===== src/rtl/battle_pkg.sv =====
// Shared types and constants for the battle input controller.
// Holds the fire FSM state enum, the cursor grid size, the button indices
// and a modulo-8 step helper used by the cursor and the scan index.
package battle_pkg;

  localparam int GRID_W   = 3;
  localparam int GRID_MAX = 7;

  localparam int NUM_BTNS  = 5;
  localparam int BTN_UP    = 0;
  localparam int BTN_DOWN  = 1;
  localparam int BTN_LEFT  = 2;
  localparam int BTN_RIGHT = 3;
  localparam int BTN_FIRE  = 4;

  typedef enum logic [1:0] {
    IDLE = 2'd0,
    ARM  = 2'd1,
    FIRE = 2'd2,
    LOCK = 2'd3
  } fire_state_e;

  // Moves a grid coordinate by +1 or -1 with wraparound. Opposite
  // requests in the same cycle cancel, so the value is left alone.
  function automatic logic [GRID_W-1:0] wrap_step(input logic [GRID_W-1:0] v,
                                                  input logic inc,
                                                  input logic dec);
    logic [GRID_W-1:0] r;
    r = v;
    if (inc && !dec) begin
      r = (v == GRID_W'(GRID_MAX)) ? '0 : v + GRID_W'(1);
    end else if (dec && !inc) begin
      r = (v == '0) ? GRID_W'(GRID_MAX) : v - GRID_W'(1);
    end
    return r;
  endfunction

endpackage


===== src/rtl/battle_debounce.sv =====
// Per-button conditioning: a two-flop synchronizer, a stability counter that
// accepts a new level only after it has held for DEBOUNCE_CYCLES cycles, and
// a single-cycle press pulse on each accepted rising level.
module battle_debounce #(
  parameter int DEBOUNCE_CYCLES = 50000
) (
  input  logic clk,
  input  logic rst,
  input  logic btn,
  output logic level,
  output logic press
);

  localparam int CW = (DEBOUNCE_CYCLES > 1) ? $clog2(DEBOUNCE_CYCLES) : 1;
  localparam logic [CW-1:0] CNT_LAST = CW'(DEBOUNCE_CYCLES - 1);

  logic          sync1_q, sync1_d;
  logic          sync2_q, sync2_d;
  logic          level_q, level_d;
  logic          press_q, press_d;
  logic [CW-1:0] cnt_q, cnt_d;

  // Count consecutive disagreeing cycles; any agreement restarts the count.
  always_comb begin
    sync1_d = btn;
    sync2_d = sync1_q;
    level_d = level_q;
    press_d = 1'b0;
    cnt_d   = '0;
    if (sync2_q != level_q) begin
      if (cnt_q == CNT_LAST) begin
        level_d = sync2_q;
        press_d = sync2_q;
      end else begin
        cnt_d = cnt_q + CW'(1);
      end
    end
  end

  // Register the synchronizer, debounced level, counter and press pulse.
  always_ff @(posedge clk) begin
    if (rst) begin
      sync1_q <= 1'b0;
      sync2_q <= 1'b0;
      level_q <= 1'b0;
      press_q <= 1'b0;
      cnt_q   <= '0;
    end else begin
      sync1_q <= sync1_d;
      sync2_q <= sync2_d;
      level_q <= level_d;
      press_q <= press_d;
      cnt_q   <= cnt_d;
    end
  end

  assign level = level_q;
  assign press = press_q;

endmodule


===== src/rtl/battle_input_ctrl.sv =====
// Battle game input controller: debounces five buttons, steps a column scan
// index, moves a wrapping 8x8 cursor, and issues a shot request that lasts
// exactly one full scan slot on the column under the cursor.
module battle_input_ctrl
  import battle_pkg::*;
#(
  parameter int DEBOUNCE_CYCLES = 50000,
  parameter int SCAN_DIV        = 1000
) (
  input  logic clk,
  input  logic rst,
  input  logic btn_up,
  input  logic btn_down,
  input  logic btn_left,
  input  logic btn_right,
  input  logic btn_fire,
  output logic count0,
  output logic count1,
  output logic count2,
  output logic row0,
  output logic row1,
  output logic row2,
  output logic col0,
  output logic col1,
  output logic col2,
  output logic fire
);

  localparam int PW = (SCAN_DIV > 1) ? $clog2(SCAN_DIV) : 1;
  localparam logic [PW-1:0] PRE_LAST = PW'(SCAN_DIV - 1);

  logic [NUM_BTNS-1:0] btn_raw;
  logic [NUM_BTNS-1:0] btn_level;
  logic [NUM_BTNS-1:0] btn_press;
  logic                unused_levels;

  logic [PW-1:0]     pre_q, pre_d;
  logic [GRID_W-1:0] scan_q, scan_d;
  logic [GRID_W-1:0] row_q, row_d;
  logic [GRID_W-1:0] col_q, col_d;
  fire_state_e       state_q, state_d;
  logic              fire_q, fire_d;
  logic              scan_adv;

  assign btn_raw = {btn_fire, btn_right, btn_left, btn_down, btn_up};

  for (genvar i = 0; i < NUM_BTNS; i++) begin : g_btn
    battle_debounce #(
      .DEBOUNCE_CYCLES(DEBOUNCE_CYCLES)
    ) u_debounce (
      .clk  (clk),
      .rst  (rst),
      .btn  (btn_raw[i]),
      .level(btn_level[i]),
      .press(btn_press[i])
    );
  end

  // Only the fire level matters (to release LOCK); move buttons act on presses.
  assign unused_levels = ^btn_level[BTN_FIRE-1:0];

  // Prescaler wraps every SCAN_DIV cycles and advances the scan index then.
  always_comb begin
    scan_adv = (pre_q == PRE_LAST);
    pre_d    = scan_adv ? '0 : pre_q + PW'(1);
    scan_d   = wrap_step(scan_q, scan_adv, 1'b0);
  end

  // Fire FSM and cursor; the cursor only moves while no shot is in progress.
  always_comb begin
    state_d = state_q;
    row_d   = row_q;
    col_d   = col_q;
    case (state_q)
      IDLE: begin
        row_d = wrap_step(row_q, btn_press[BTN_DOWN], btn_press[BTN_UP]);
        col_d = wrap_step(col_q, btn_press[BTN_RIGHT], btn_press[BTN_LEFT]);
        if (btn_press[BTN_FIRE]) state_d = ARM;
      end
      ARM:     if (scan_adv && (scan_d == col_q)) state_d = FIRE;
      FIRE:    if (scan_adv) state_d = LOCK;
      LOCK:    if (!btn_level[BTN_FIRE]) state_d = IDLE;
      default: state_d = IDLE;
    endcase
    fire_d = (state_d == FIRE);
  end

  // State registers; reset aborts any shot and homes the cursor.
  always_ff @(posedge clk) begin
    if (rst) begin
      pre_q   <= '0;
      scan_q  <= '0;
      row_q   <= '0;
      col_q   <= '0;
      state_q <= IDLE;
      fire_q  <= 1'b0;
    end else begin
      pre_q   <= pre_d;
      scan_q  <= scan_d;
      row_q   <= row_d;
      col_q   <= col_d;
      state_q <= state_d;
      fire_q  <= fire_d;
    end
  end

  assign {count2, count1, count0} = scan_q;
  assign {row2, row1, row0}       = row_q;
  assign {col2, col1, col0}       = col_q;
  assign fire                     = fire_q;

endmodule

===== config.mk =====
export PLATFORM = sky130hd
export DESIGN_NAME = battle_input_ctrl
export DESIGN_NICKNAME = d
export VERILOG_FILES = /design/src/rtl/battle_pkg.sv /design/src/rtl/battle_debounce.sv /design/src/rtl/battle_input_ctrl.sv
export SDC_FILE = /design/constraint.sdc
export NUM_CORES = 1
export LEC_CHECK = 0
export CAP_MARGIN = 20
export CORE_MARGIN = 1.5
export CORE_UTILIZATION = 40
export DETAILED_ROUTE_END_ITERATION = 12
export PLACE_DENSITY = 0.64
export SLEW_MARGIN = 20
export SYNTH_ARGS = -nofsm -noshare
export SYNTH_HDL_FRONTEND = slang
export SYNTH_SLANG_ARGS = --single-unit

===== constraint.sdc =====
create_clock -name clk -period 2.6 [get_ports clk]
set_clock_uncertainty 0.2 [all_clocks]
set_input_delay 0.78 -clock clk [delete_from_list [all_inputs] [get_ports clk]]
set_output_delay 0.78 -clock clk [all_outputs]
set_load 0.05 [all_outputs]

==> flow_summary.json <==
{
  "netlist_top_cells_area": "sky130_fd_sc_hd__dfxtp_1, sky130_fd_sc_hd__xnor2_1, sky130_fd_sc_hd__nor2_1",
  "top_cell_types_by_occurrence_after_synthesis": "sky130_fd_sc_hd__dfxtp_1, sky130_fd_sc_hd__nor2_1, sky130_fd_sc_hd__xnor2_1",
  "areaGrowthSynthToFinish_pct": 16.2,
  "timing.critical_path.cells": "clkdlybuf4s50_1",
  "finalNetCount": 655,
  "synth.cell_area_um2": 5490,
  "first_global_vias": 4008,
  "synth_enable_flop_cells": 0,
  "cp.required_ps": 1620,
  "die_y_um": 120,
  "io_pins": 17,
  "clk_path_buf_depth": 2,
  "worstHoldStart": "g_btn[1].u_debounce.sync1_q",
  "ant_nets": 0,
  "final-setup-viol-count": 0,
  "r2r-start": "g_btn[3].u_debounce.cnt_q[4]",
  "timing.max_cap.violations": 0,
  "worst_hold_path_type": "reg2reg",
  "placement.io_buffers": 16,
  "drv_slew": 0,
  "largest_net_degree_at_the_start_of_global_routing": 22,
  "postSynthCellCount": 605,
  "critical-path-max-stage-delay_ps": 810,
  "vias_after_detailed_routing": 4137,
  "post_cts.repair.setup_buffers": 0,
  "tritoncts_num_sinks": 122,
  "worst_hold_path.num_cells": 1,
  "cts_tree": "yes",
  "vdd_drop_max_mv": 0.496,
  "dieArea_um2": 14400,
  "firstDrtPassIters": 5,
  "ys.warnings.count": 0,
  "cpLargestDelayFamily": "buffers and inverters",
  "setup-tns-final_ps": 0,
  "initialDrtViolationCount": 232,
  "hold_viol": 0,
  "min_period_ps": 2540,
  "globalRouteTotalUtil": 0.152,
  "power.density_nw_per_um2": 661,
  "startpoint_type": "flip-flop",
  "timing.final.crit_share": 0.977,
  "worst_slew_pin_slew_ps": 561,
  "yosys.cell_types.count": 51,
  "critical_path_peak_fanout": 3,
  "htree_levels": 4,
  "outcome": "finished clean",
  "rows": 42,
  "maxClockFrequency_mhz": 394,
  "endpoint_with_the_worst_hold_slack": "g_btn[1].u_debounce.sync2_q",
  "synthMostInstantiatedCell": "sky130_fd_sc_hd__dfxtp_1",
  "synth_ff_type": "sky130_fd_sc_hd__dfxtp_1",
  "setup_slack_placement_ps": 363,
  "area_of_the_multi_input_gates_um2": 2860,
  "cpMaxStageDelayCell": "sky130_fd_sc_hd__clkdlybuf4s50_1",
  "critical_path_arrival_ps": 1560,
  "routabilityCongestion": 0.880,
  "slew_headroom": 0.626,
  "grt_antenna_before_repair": 0,
  "synth_async_sr_flop_share": 0,
  "routed_wl_mm": 9.99,
  "cts_hold_repair.buffers": 0,
  "globalRouteOverflowTotal": 0,
  "cts_bufs_inserted": 17,
  "fillerInstances": 1237,
  "synth.yosys.seq_area_share": 0.445,
  "route.detailed.drc": 0,
  "r2r_cells": 4,
  "clkSlewWorstSetupHoldPaths_ps": 50,
  "grt_first_pass_wirelength_mm": 17.9,
  "initial_utilization": 0.413,
  "synth_area_leader_cell": "sky130_fd_sc_hd__dfxtp_1",
  "crit_path_end_kind": "primary output",
  "synthDominantCellAreaShare": 0.445,
  "wl_cell_um": 12.2,
  "synth-seq-cells": 122,
  "cts.root.buffer_cell": "sky130_fd_sc_hd__clkbuf_16",
  "synth.avg_cell_area_um2": 9.08,
  "ff2ff_setup_slack_ps": 350,
  "dieWidth_um": 120,
  "worstSkewPairLatency_ps": 410,
  "leakage_nw": 2.04,
  "share_of_post_route_cells_with_drive_strength_above_1": 0.0717,
  "avgViaCountPerCell": 5.06,
  "ctsResizeCount": 7,
  "critPathBufInv": 1,
  "core_area_um2": 13300,
  "post-route-worst-setup-slack_ps": 60.3,
  "critical_path_class": "reg2out",
  "crit-reg2reg-capture": "g_btn[3].u_debounce.cnt_q[6]",
  "num_antenna_cells": 0,
  "register_area_um2": 2440,
  "synth_nets": 630,
  "rsz0062_at_grt": "false",
  "dp.final_hpwl_mm": 6.83
}
==> placed cells by master, fill, tap and decap left out, types with 8 or more instances in the layout <==
cell                          n
sky130_fd_sc_hd__xor2_1      10
sky130_fd_sc_hd__clkbuf_16   17
sky130_fd_sc_hd__nor3_1      33
sky130_fd_sc_hd__nor2b_1     13
sky130_fd_sc_hd__nand3_1     24
sky130_fd_sc_hd__dfxtp_1    122
sky130_fd_sc_hd__a21oi_1      8
sky130_fd_sc_hd__xnor2_1     76
sky130_fd_sc_hd__nand2_1     30
sky130_fd_sc_hd__inv_1       26
sky130_fd_sc_hd__nor2_1     107
sky130_fd_sc_hd__ha_1        18
sky130_fd_sc_hd__nand4_1     25
sky130_fd_sc_hd__nor4_1      25
sky130_fd_sc_hd__mux2i_1      8
==> cells by family after synthesis <==
kind of cell / after synthesis / synth area share
xor gates and xnor gates: 86 / 0.137
adders and majority gates: 18 / 0.0410
buffers and inverters: 40 / 0.0339
DFF: 122 / 0.445
AOI/OAI and AO/OA: 18 / 0.0223
and+or+nand+nor: 313 / 0.306
muxes: 8 / 0.0146
==> report_power, final <==
part           switching (mW)  total (mW)  internal (mW)
clock network           0.775        2.27           1.50
logic                  0.0322      0.0544         0.0221
registers             0.00951        1.90           1.89
==> final cells by class <==
| class | count | area share |
|---|---|---|
| inverter | 26 | 0.0153 |
| sequential | 122 | 0.383 |
| multi-input combinational | 443 | 0.449 |
| clock buffer | 23 | 0.0765 |
| clock inverter | 8 | 0.0145 |
| timing repair buffer | 20 | 0.0280 |
| tap | 176 | 0.0345 |
==> state kept, by name, indices dropped and copies added, names as in the netlist <==
name and flops:
g_btn.u_debounce.sync2_q 5, scan_q 3, g_btn.u_debounce.sync1_q 5, state_q 2, g_btn.u_debounce.cnt_q 80, col_q 3
fire 1, g_btn.u_debounce.press 5, pre_q 10, row_q 3, g_btn.u_debounce.level 5
==> worst max path at each step <==
stage,startpoint,endpoint,slack [ps],cells after the start
2_1_floorplan,g_btn[2].u_debounce.cnt_q[10],g_btn[2].u_debounce.cnt_q[13],600,5
3_3_place_gp,col_q[2],col2,390,1
3_5_place_dp,col_q[2],col2,360,1
4_1_cts,scan_q[2],count2,10,1
5_1_grt,scan_q[1],count1,10,1
6_report,scan_q[1],count1,60,1
==> stage by stage <==
stage / hold WS, ps / area (µm²) / instances / total power, mW / util
after floorplan: 214 / 5490 / 605 / 1.97 / -
after global placement: 222 / 5810 / 787 / 1.99 / 0.437
after detailed placement: 230 / 5810 / 787 / 1.99 / 0.437
after CTS: 242 / 6380 / 818 / 4.27 / 0.480
after global routing: 266 / 6380 / 818 / 4.37 / 0.480
final: 235 / 6380 / 818 / 4.22 / 0.480
==> layer usage <==
| layer | up-vias | part of all wire | GRT usage |
|---|---|---|---|
| li1 | 2151 | - | - |
| met1 | 1912 | 0.49 | 0.188 |
| met2 | 62 | 0.46 | 0.249 |
| met3 | 12 | 0.036 | 0.0476 |
| met4 | 0 | 0.013 | 0.0543 |
| met5 | - | 0 | 0 |
Note: power is estimated with default switching activity, not from simulation.
